==> src/rtl/nvme_host_lite_arb_pkg.sv <==
// Shared types and constants for the NVMe host register-port arbiter.
`ifndef HOST_ADDR_BITS
`define HOST_ADDR_BITS 32
`endif

package nvme_host_lite_arb_pkg;

    typedef logic [2:0] lite_arb_state_t;

    localparam lite_arb_state_t ST_IDLE    = 3'd0;
    localparam lite_arb_state_t ST_WR      = 3'd1;
    localparam lite_arb_state_t ST_WR_RESP = 3'd2;
    localparam lite_arb_state_t ST_RD      = 3'd3;
    localparam lite_arb_state_t ST_RD_RESP = 3'd4;

    localparam logic [1:0] AXI_RESP_OKAY   = 2'b00;
    localparam logic [1:0] AXI_RESP_SLVERR = 2'b10;

endpackage

==> src/rtl/nvme_host_lite_arb_rr_arb2.sv <==
// Two-way round-robin selector; a tie goes to the requester that was not granted last.
module nvme_host_lite_arb_rr_arb2 (
    input  logic       clk,
    input  logic       rst_n,
    input  logic       i_en,
    input  logic [1:0] i_req,
    output logic       o_grant,
    output logic       o_grant_valid
);

    logic r_last_grant;

    assign o_grant       = (&i_req) ? ~r_last_grant : i_req[1];
    assign o_grant_valid = i_en & (|i_req);

    // Reset to 1 so requester 0 wins the first tie.
    always_ff @(posedge clk or negedge rst_n) begin
        if (!rst_n) begin
            r_last_grant <= 1'b1;
        end else if (o_grant_valid) begin
            r_last_grant <= o_grant;
        end
    end

endmodule

==> src/rtl/nvme_host_lite_arb.sv <==
// Serialises two AXI-Lite requesters onto the single NVMe host register port,
// one read or write in flight at a time, round-robin between requesters.
module nvme_host_lite_arb
    import nvme_host_lite_arb_pkg::*;
#(
    parameter int ADDR_BITS = `HOST_ADDR_BITS
) (
    input  logic                 axi_aclk,
    input  logic                 axi_aresetn,

    input  logic [ADDR_BITS-1:0] s0_axi_awaddr,
    input  logic                 s0_axi_awvalid,
    output logic                 s0_axi_awready,
    input  logic [31:0]          s0_axi_wdata,
    input  logic [3:0]           s0_axi_wstrb,
    input  logic                 s0_axi_wvalid,
    output logic                 s0_axi_wready,
    output logic [1:0]           s0_axi_bresp,
    output logic                 s0_axi_bvalid,
    input  logic                 s0_axi_bready,
    input  logic [ADDR_BITS-1:0] s0_axi_araddr,
    input  logic                 s0_axi_arvalid,
    output logic                 s0_axi_arready,
    output logic [31:0]          s0_axi_rdata,
    output logic [1:0]           s0_axi_rresp,
    output logic                 s0_axi_rvalid,
    input  logic                 s0_axi_rready,

    input  logic [ADDR_BITS-1:0] s1_axi_awaddr,
    input  logic                 s1_axi_awvalid,
    output logic                 s1_axi_awready,
    input  logic [31:0]          s1_axi_wdata,
    input  logic [3:0]           s1_axi_wstrb,
    input  logic                 s1_axi_wvalid,
    output logic                 s1_axi_wready,
    output logic [1:0]           s1_axi_bresp,
    output logic                 s1_axi_bvalid,
    input  logic                 s1_axi_bready,
    input  logic [ADDR_BITS-1:0] s1_axi_araddr,
    input  logic                 s1_axi_arvalid,
    output logic                 s1_axi_arready,
    output logic [31:0]          s1_axi_rdata,
    output logic [1:0]           s1_axi_rresp,
    output logic                 s1_axi_rvalid,
    input  logic                 s1_axi_rready,

    output logic [ADDR_BITS-1:0] m_axi_awaddr,
    output logic                 m_axi_awvalid,
    input  logic                 m_axi_awready,
    output logic [31:0]          m_axi_wdata,
    output logic [3:0]           m_axi_wstrb,
    output logic                 m_axi_wvalid,
    input  logic                 m_axi_wready,
    input  logic [1:0]           m_axi_bresp,
    input  logic                 m_axi_bvalid,
    output logic                 m_axi_bready,
    output logic [ADDR_BITS-1:0] m_axi_araddr,
    output logic                 m_axi_arvalid,
    input  logic                 m_axi_arready,
    input  logic [31:0]          m_axi_rdata,
    input  logic [1:0]           m_axi_rresp,
    input  logic                 m_axi_rvalid,
    output logic                 m_axi_rready,

    output logic                 busy,
    output logic                 grant
);

    lite_arb_state_t r_state;
    logic            r_grant;
    logic            r_aw_done;
    logic            r_w_done;

    logic w_arb_grant;
    logic w_arb_valid;
    logic w_arb_is_wr;
    logic w_idle, w_wr, w_wr_resp, w_rd, w_rd_resp;
    logic w_sel0, w_sel1;
    logic w_aw_hs, w_w_hs, w_b_hs, w_ar_hs, w_r_hs;

    logic [ADDR_BITS-1:0] w_g_awaddr;
    logic [ADDR_BITS-1:0] w_g_araddr;
    logic [31:0]          w_g_wdata;
    logic [3:0]           w_g_wstrb;
    logic                 w_g_awvalid, w_g_wvalid, w_g_bready, w_g_arvalid, w_g_rready;

    nvme_host_lite_arb_rr_arb2 u_rr_arb2 (
        .clk           (axi_aclk),
        .rst_n         (axi_aresetn),
        .i_en          (w_idle),
        .i_req         ({s1_axi_awvalid | s1_axi_arvalid, s0_axi_awvalid | s0_axi_arvalid}),
        .o_grant       (w_arb_grant),
        .o_grant_valid (w_arb_valid)
    );

    assign w_arb_is_wr = w_arb_grant ? s1_axi_awvalid : s0_axi_awvalid;

    assign w_idle    = (r_state == ST_IDLE);
    assign w_wr      = (r_state == ST_WR);
    assign w_wr_resp = (r_state == ST_WR_RESP);
    assign w_rd      = (r_state == ST_RD);
    assign w_rd_resp = (r_state == ST_RD_RESP);
    assign w_sel0    = ~r_grant;
    assign w_sel1    = r_grant;

    assign w_g_awaddr  = r_grant ? s1_axi_awaddr  : s0_axi_awaddr;
    assign w_g_awvalid = r_grant ? s1_axi_awvalid : s0_axi_awvalid;
    assign w_g_wdata   = r_grant ? s1_axi_wdata   : s0_axi_wdata;
    assign w_g_wstrb   = r_grant ? s1_axi_wstrb   : s0_axi_wstrb;
    assign w_g_wvalid  = r_grant ? s1_axi_wvalid  : s0_axi_wvalid;
    assign w_g_bready  = r_grant ? s1_axi_bready  : s0_axi_bready;
    assign w_g_araddr  = r_grant ? s1_axi_araddr  : s0_axi_araddr;
    assign w_g_arvalid = r_grant ? s1_axi_arvalid : s0_axi_arvalid;
    assign w_g_rready  = r_grant ? s1_axi_rready  : s0_axi_rready;

    // Every field is qualified by state so reset and idle drive all-zero outputs.
    assign m_axi_awaddr  = w_wr ? w_g_awaddr : '0;
    assign m_axi_awvalid = w_wr & ~r_aw_done & w_g_awvalid;
    assign m_axi_wdata   = w_wr ? w_g_wdata : '0;
    assign m_axi_wstrb   = w_wr ? w_g_wstrb : '0;
    assign m_axi_wvalid  = w_wr & ~r_w_done & w_g_wvalid;
    assign m_axi_bready  = w_wr_resp & w_g_bready;
    assign m_axi_araddr  = w_rd ? w_g_araddr : '0;
    assign m_axi_arvalid = w_rd & w_g_arvalid;
    assign m_axi_rready  = w_rd_resp & w_g_rready;

    assign s0_axi_awready = w_wr & w_sel0 & ~r_aw_done & m_axi_awready;
    assign s0_axi_wready  = w_wr & w_sel0 & ~r_w_done & m_axi_wready;
    assign s0_axi_bvalid  = w_wr_resp & w_sel0 & m_axi_bvalid;
    assign s0_axi_bresp   = (w_wr_resp & w_sel0) ? m_axi_bresp : AXI_RESP_OKAY;
    assign s0_axi_arready = w_rd & w_sel0 & m_axi_arready;
    assign s0_axi_rvalid  = w_rd_resp & w_sel0 & m_axi_rvalid;
    assign s0_axi_rdata   = (w_rd_resp & w_sel0) ? m_axi_rdata : '0;
    assign s0_axi_rresp   = (w_rd_resp & w_sel0) ? m_axi_rresp : AXI_RESP_OKAY;

    assign s1_axi_awready = w_wr & w_sel1 & ~r_aw_done & m_axi_awready;
    assign s1_axi_wready  = w_wr & w_sel1 & ~r_w_done & m_axi_wready;
    assign s1_axi_bvalid  = w_wr_resp & w_sel1 & m_axi_bvalid;
    assign s1_axi_bresp   = (w_wr_resp & w_sel1) ? m_axi_bresp : AXI_RESP_OKAY;
    assign s1_axi_arready = w_rd & w_sel1 & m_axi_arready;
    assign s1_axi_rvalid  = w_rd_resp & w_sel1 & m_axi_rvalid;
    assign s1_axi_rdata   = (w_rd_resp & w_sel1) ? m_axi_rdata : '0;
    assign s1_axi_rresp   = (w_rd_resp & w_sel1) ? m_axi_rresp : AXI_RESP_OKAY;

    assign w_aw_hs = m_axi_awvalid & m_axi_awready;
    assign w_w_hs  = m_axi_wvalid & m_axi_wready;
    assign w_b_hs  = m_axi_bvalid & m_axi_bready;
    assign w_ar_hs = m_axi_arvalid & m_axi_arready;
    assign w_r_hs  = m_axi_rvalid & m_axi_rready;

    assign busy  = ~w_idle;
    assign grant = r_grant;

    // AW and W complete independently; the sticky flags mask a finished channel.
    always_ff @(posedge axi_aclk or negedge axi_aresetn) begin
        if (!axi_aresetn) begin
            r_state   <= ST_IDLE;
            r_grant   <= 1'b0;
            r_aw_done <= 1'b0;
            r_w_done  <= 1'b0;
        end else begin
            case (r_state)
                ST_IDLE: begin
                    if (w_arb_valid) begin
                        r_grant <= w_arb_grant;
                        r_state <= w_arb_is_wr ? ST_WR : ST_RD;
                    end
                end
                ST_WR: begin
                    if ((r_aw_done | w_aw_hs) & (r_w_done | w_w_hs)) begin
                        r_aw_done <= 1'b0;
                        r_w_done  <= 1'b0;
                        r_state   <= ST_WR_RESP;
                    end else begin
                        r_aw_done <= r_aw_done | w_aw_hs;
                        r_w_done  <= r_w_done | w_w_hs;
                    end
                end
                ST_WR_RESP: begin
                    if (w_b_hs) r_state <= ST_IDLE;
                end
                ST_RD: begin
                    if (w_ar_hs) r_state <= ST_RD_RESP;
                end
                ST_RD_RESP: begin
                    if (w_r_hs) r_state <= ST_IDLE;
                end
                default: r_state <= ST_IDLE;
            endcase
        end
    end

endmodule

==> config.mk <==
export PLATFORM = sky130hd
export DESIGN_NAME = nvme_host_lite_arb
export DESIGN_NICKNAME = d
export VERILOG_FILES = /design/src/rtl/nvme_host_lite_arb_pkg.sv /design/src/rtl/nvme_host_lite_arb_rr_arb2.sv /design/src/rtl/nvme_host_lite_arb.sv
export SDC_FILE = /design/constraint.sdc
export NUM_CORES = 1
export LEC_CHECK = 0
export ABC_AREA = 1
export ABC_CLOCK_PERIOD_IN_PS = 1700
export BUFFER_PORTS_ARGS = -buffer_cell sky130_fd_sc_hd__buf_2
export CORE_AREA = 2 2 171 173
export CTS_CLUSTER_SIZE = 40
export DETAILED_ROUTE_END_ITERATION = 16
export DIE_AREA = 0 0 173 175
export PLACE_DENSITY = 0.4
export SYNTH_ARGS = -nofsm -noshare
export SYNTH_HDL_FRONTEND = slang
export SYNTH_SLANG_ARGS = --single-unit
==> constraint.sdc <==
create_clock -name axi_aclk -period 1.7 [get_ports axi_aclk]
set_input_delay 0.34 -clock axi_aclk [delete_from_list [all_inputs] [get_ports axi_aclk]]
set_output_delay 0.34 -clock axi_aclk [all_outputs]
set_load 0.02 [all_outputs]
* Yosys cells after proc, flatten, opt, wreduce, memory -nomap -nowiden
Index checks and enable logic that the tools add are counted.
** Operators by class
- Eq/ne operators :: 9
- Multiplexer cells :: 30
- Bitwise operators :: 45
- Reductions and logical operators :: 5
** Operators with widths (count)
- $mux 32 :: 8
- $and 1x1->1 :: 36
- $mux 3 :: 5
- $pmux 3 s5 :: 1
- $mux 2 :: 5
- $mux 1 :: 9
- $mux 4 :: 2
- $ne 2x1->1 const B :: 4
- $eq 3x2->1 const B :: 2
- $not 1->1 :: 5
- $reduce_and 5->1 :: 1
- $or 1x1->1 :: 4
- $reduce_and 2->1 :: 2
- $eq 3x1->1 const B :: 1
- $eq 3x3->1 const B :: 1
- $logic_not 3->1 :: 1
- $ne 2x2->1 const B :: 1
- $reduce_or 2->1 :: 1
** Storage, ports and cells
- Register bits :: 7
- Input port bits :: 253
- Output and inout port bits :: 189

* Logic depth before layout (Yosys ltp)
- Word-level depth :: 8
- Mapped depth :: 10

* Hierarchy
Synthesis repeated with hierarchy kept, for this count alone.
** Unflattened totals
- Cells, all modules :: 516
- Area, all modules :: 2496.1 µm²
** Modules (own cells, without submodules)
- nvme_host_lite_arb :: instances 1, cells each 508, area each 2433.6 µm², sequential area each 150.1 µm²
- nvme_host_lite_arb_rr_arb2 :: instances 1, cells each 8, area each 62.6 µm², sequential area each 26.3 µm²

* Worst setup path after synthesis
No wires, ideal clock.
- Kind :: register to output
- From :: register r_state[1]
- To :: output port m_axi_awvalid
- Arrival :: 1.550 ns
- Data required time :: 1.360 ns
- Slack :: -0.190 ns
- Cell stages (with the launch flop) :: 6
- Buffers on the path :: 2
- Path through :: dfrtp_1 > nor2_1 > nand2_1 > buf_2 > buf_2 > nor4_1
** On the way
- Longest elaborated chain between the ends :: 3
** Ends and longest elaborated chain
- from (decl) :: line nvme_host_lite_arb.sv:69 : lite_arb_state_t r_state;
- from (signal assigned) :: line nvme_host_lite_arb.sv:166 : r_state <= w_arb_is_wr ? ST_WR : ST_RD;
- $eq 3x1->1 :: line nvme_host_lite_arb.sv:99 : assign w_wr = (r_state == ST_WR);
- $and 1x1->1 (2 in series) :: line nvme_host_lite_arb.sv:118 : assign m_axi_awvalid = w_wr & ~r_aw_done & w_g_awvalid;
- to (decl) :: line nvme_host_lite_arb.sv:48 : output logic m_axi_awvalid,
No other way between the ends.

* Worst setup path after layout
- From :: register r_state[1]
- To :: output port s0_axi_rdata[12]
** On the way
- Longest elaborated chain between the ends :: 3
** Ends and longest elaborated chain
- $eq 3x3->1 :: line nvme_host_lite_arb.sv:102 : assign w_rd_resp = (r_state == ST_RD_RESP);
- $and 1x1->1 :: line nvme_host_lite_arb.sv:133 : assign s0_axi_rdata = (w_rd_resp & w_sel0) ? m_axi_rdata : '0;
- $mux 32 :: line nvme_host_lite_arb.sv:133
- to (decl) :: line nvme_host_lite_arb.sv:24 : output logic [31:0] s0_axi_rdata,
No other way between the ends.

==> out/metrics.cfg <==
[logic_synthesis]
syn_nets = 782
synthTopCellsByArea = nand2_1, a21oi_1, inv_1
synth-edff-count = 0
synth_warnings = 0
avgSynthCellArea_sq_um = 4.63
yosysUniqueCellTypes = 23
syn_area_sq_um = 2450
yosysTopAreaCellShare = 0.271
synth.most_common_cell = nand2_1
synth_top_area_cell = nand2_1
ys_seq_area_frac = 0.0720
synth_ff_type = dfrtp_1
ys_seq_elements = 7
netlist_instances = 529
yosys-top-cells-count = nand2_1, inv_1, nor2_1, a21oi_1
synthArstFlopShare = 1.00

[timing]
final.setup.tns_ns = -41.61
fin_ws_ns = -0.291
fin_skew_ns = 0.00265
period_share = 1.17
slew_viol_final = 0
setup-violations-final = 192
worstMarginPinSlew_ns = 0.260
hold_viol_final = 0
grt_setup_unrepaired = true
slew_headroom = 0.826
finalCriticalPeriod_ns = 1.99
clock.fmax_ghz = 0.502

[placed_design]
place_inst = 1353
place.gp.congestion = 0.805
dpl_cell_area_sq_um = 6230
port_buffers = 441
dp_hpwl_mm = 15.5

[global_routing]
antenna_found_initial = 3
grt_max_degree = 30
grt_pass1_wl_mm = 28.8
gr-total-overflow = 0
grt_pass1_vias = 5456
track_usage = 0.120

[route]
dr_total_vias = 5245
ant_nets = 0
wl_per_cell_microns = 14.3
drt_iter0_drc = 137
dr.pass1.iters = 4
drt-total-wl_mm = 19.9
post-route-drc-count = 0
via_per_inst = 3.77

[floorplan]
rows = 62
die-area_sq_um = 30300
die_h_microns = 175
start_util = 0.0863
core_area_sq_um = 28400
ios = 442
fp.dieW_microns = 173

[worst_setup_path]
r2r_cells = 12
startpoint_type = register
cp_cell_sequence = buf_4 -> nor3_4 -> buf_6 -> nand2_8 -> buf_6 -> nor2_4 -> buf_6
crit_top_cell = buf_6
path_max_fanout = 6
required_ns = 1.36
crit_family = buffers and inverters
critical_path_class = reg2out
r2r_start = r_state[1]
cp-end-kind = output pin
crit_end = s0_axi_rdata[12]
cp_slowest_cell = dfrtp_1
reg2reg_slack_ns = -0.13
worstReg2RegEnd = r_state[0]
crit_arrival_ns = 1.65
crit_path_start = r_state[1]
cp.depth = 7
max_stage_delay_ns = 0.39
cp_num_buf_inv = 4

[clock_tree]
ctsRootBufferMaster = clkbuf_16
cts_buffers = 3
clk_pin_slew_ns = 0.04
h-tree-depth = 1
cts_num_sinks = 7
clock_latency_ns = 0.24
cts_tree = done
cts_max_path_buffers = 2

[outcome]
violations = negative setup slack
status = complete, but fails checks

[pwr]
power_switching_uw = 5710
p_leak_uw = 0.00421
p_int_uw = 5010
p_per_area_nw_per_um2 = 1280
seqPwrFrac = 0.034
p_clk_frac = 0.039
p_total_uw = 10700
p_comb_frac = 0.927
switching_share = 0.533
peakVddDrop_uv = 614

[job]
maxCapViolCount = 0

[layout]
syn2layout_area_growth_pct = 241
fin_area_sq_um = 8350
final_layout_size_suffix_gt1_frac = 0.698
final_nets = 1260
fin_cells = 1392
fin_util = 0.294

[hold_path]
hold_path.class = in2reg

[power by group through the flow]
stage	registers, uW	clock network (uW)	logic [uW]
floorplan	335	0	4710
global placement	351	0	7400
detailed placement	351	0	7400
CTS	361	424	8840
global route	377	436	10600
finish	367	418	9930
[flip-flops by register name, indices dropped and copies added, names as in the netlist]
| signal | cells |
|---|---|
| u_rr_arb2.r_last_grant | 1 |
| grant | 1 |
| r_aw_done | 1 |
| r_state | 3 |
| r_w_done | 1 |
[per-layer routing]
metal | vias to the layer above | GRT usage | share of wire
met1 | 2361 | 0.126 | 0.37
li1 | 2597 | - | -
met5 | - | 0 | 0.00090
met3 | 29 | 0.0294 | 0.076
met4 | 2 | 0.0413 | 0.027
met2 | 256 | 0.231 | 0.53
[stage by stage]
step | worst slack [ns] | hold WS, ns
after global placement | -0.201 | 0.195
after CTS | -0.317 | 0.377
after detailed placement | -0.186 | 0.202
final | -0.291 | 0.368
after global routing | -0.364 | 0.407
after floorplan | -0.119 | 0.0444
[worst reg2reg max path, cell delays in order, from the launching register on]
cell and delay, ns:
dfrtp_1 0.39, buf_4 0.16, nor2_4 0.12, buf_12 0.14
nand2_8 0.11, buf_16 0.18, buf_4 0.14, nor2_2 0.07
nand3_1 0.08, nand2_2 0.09, nand3_1 0.08, nand3_1 0.08
nand2_1 0.07
[worst min-delay path by stage]
stage / start / to / cells past startpoint
floorplan: axi_aresetn / grant / 0
global placement: axi_aresetn / r_state[0] / 1
detailed placement: axi_aresetn / r_state[2] / 1
CTS: m_axi_arready / r_state[2] / 3
global route: m_axi_arready / r_state[2] / 3
finish: m_axi_arready / r_state[2] / 3
[cell usage in the layout (no fill, tap or decap), drive strengths merged]
cell           n
nor2          89
dlygate4sd3    1
nor4           1
buf          505
o21ai          2
clkbuf         7
inv           92
o22ai          1
dfrtp          6
a21oi         69
nand4          1
diode          2
nor3           8
dfstp          1
a22oi         32
and2           1
nand2        180
and3           2
nand3          8
[repair_timing]
action	CTS	global route
hold buffers	1	0
pin swaps	9	11
endpoints found under the setup margin	189	192
cloned	5	5
resized for setup	256	230
endpoints found under the hold margin	6	0
setup buffers	15	8
[cell type report]
type	count	area, sq um
diodes	2	5.00
inverters	92	353
flip-flops and latches	7	181
repair buffers	509	4170
multi-input cells	394	3080
fillers	3036	20000
clock buffers	4	78.8
well taps	384	480
[logic make-up (layout without fill, tap and decap cells)]
logic type             after synthesis  after routing  share of synthesized area
AOI/OAI and AO/OA                  104            104                      0.246
other                                0              2                          0
DFF                                  7              7                     0.0720
buffers and inverters              129            605                      0.214
and+or+nand+nor                    289            290                      0.468
(Power assumes the default switching activity.)
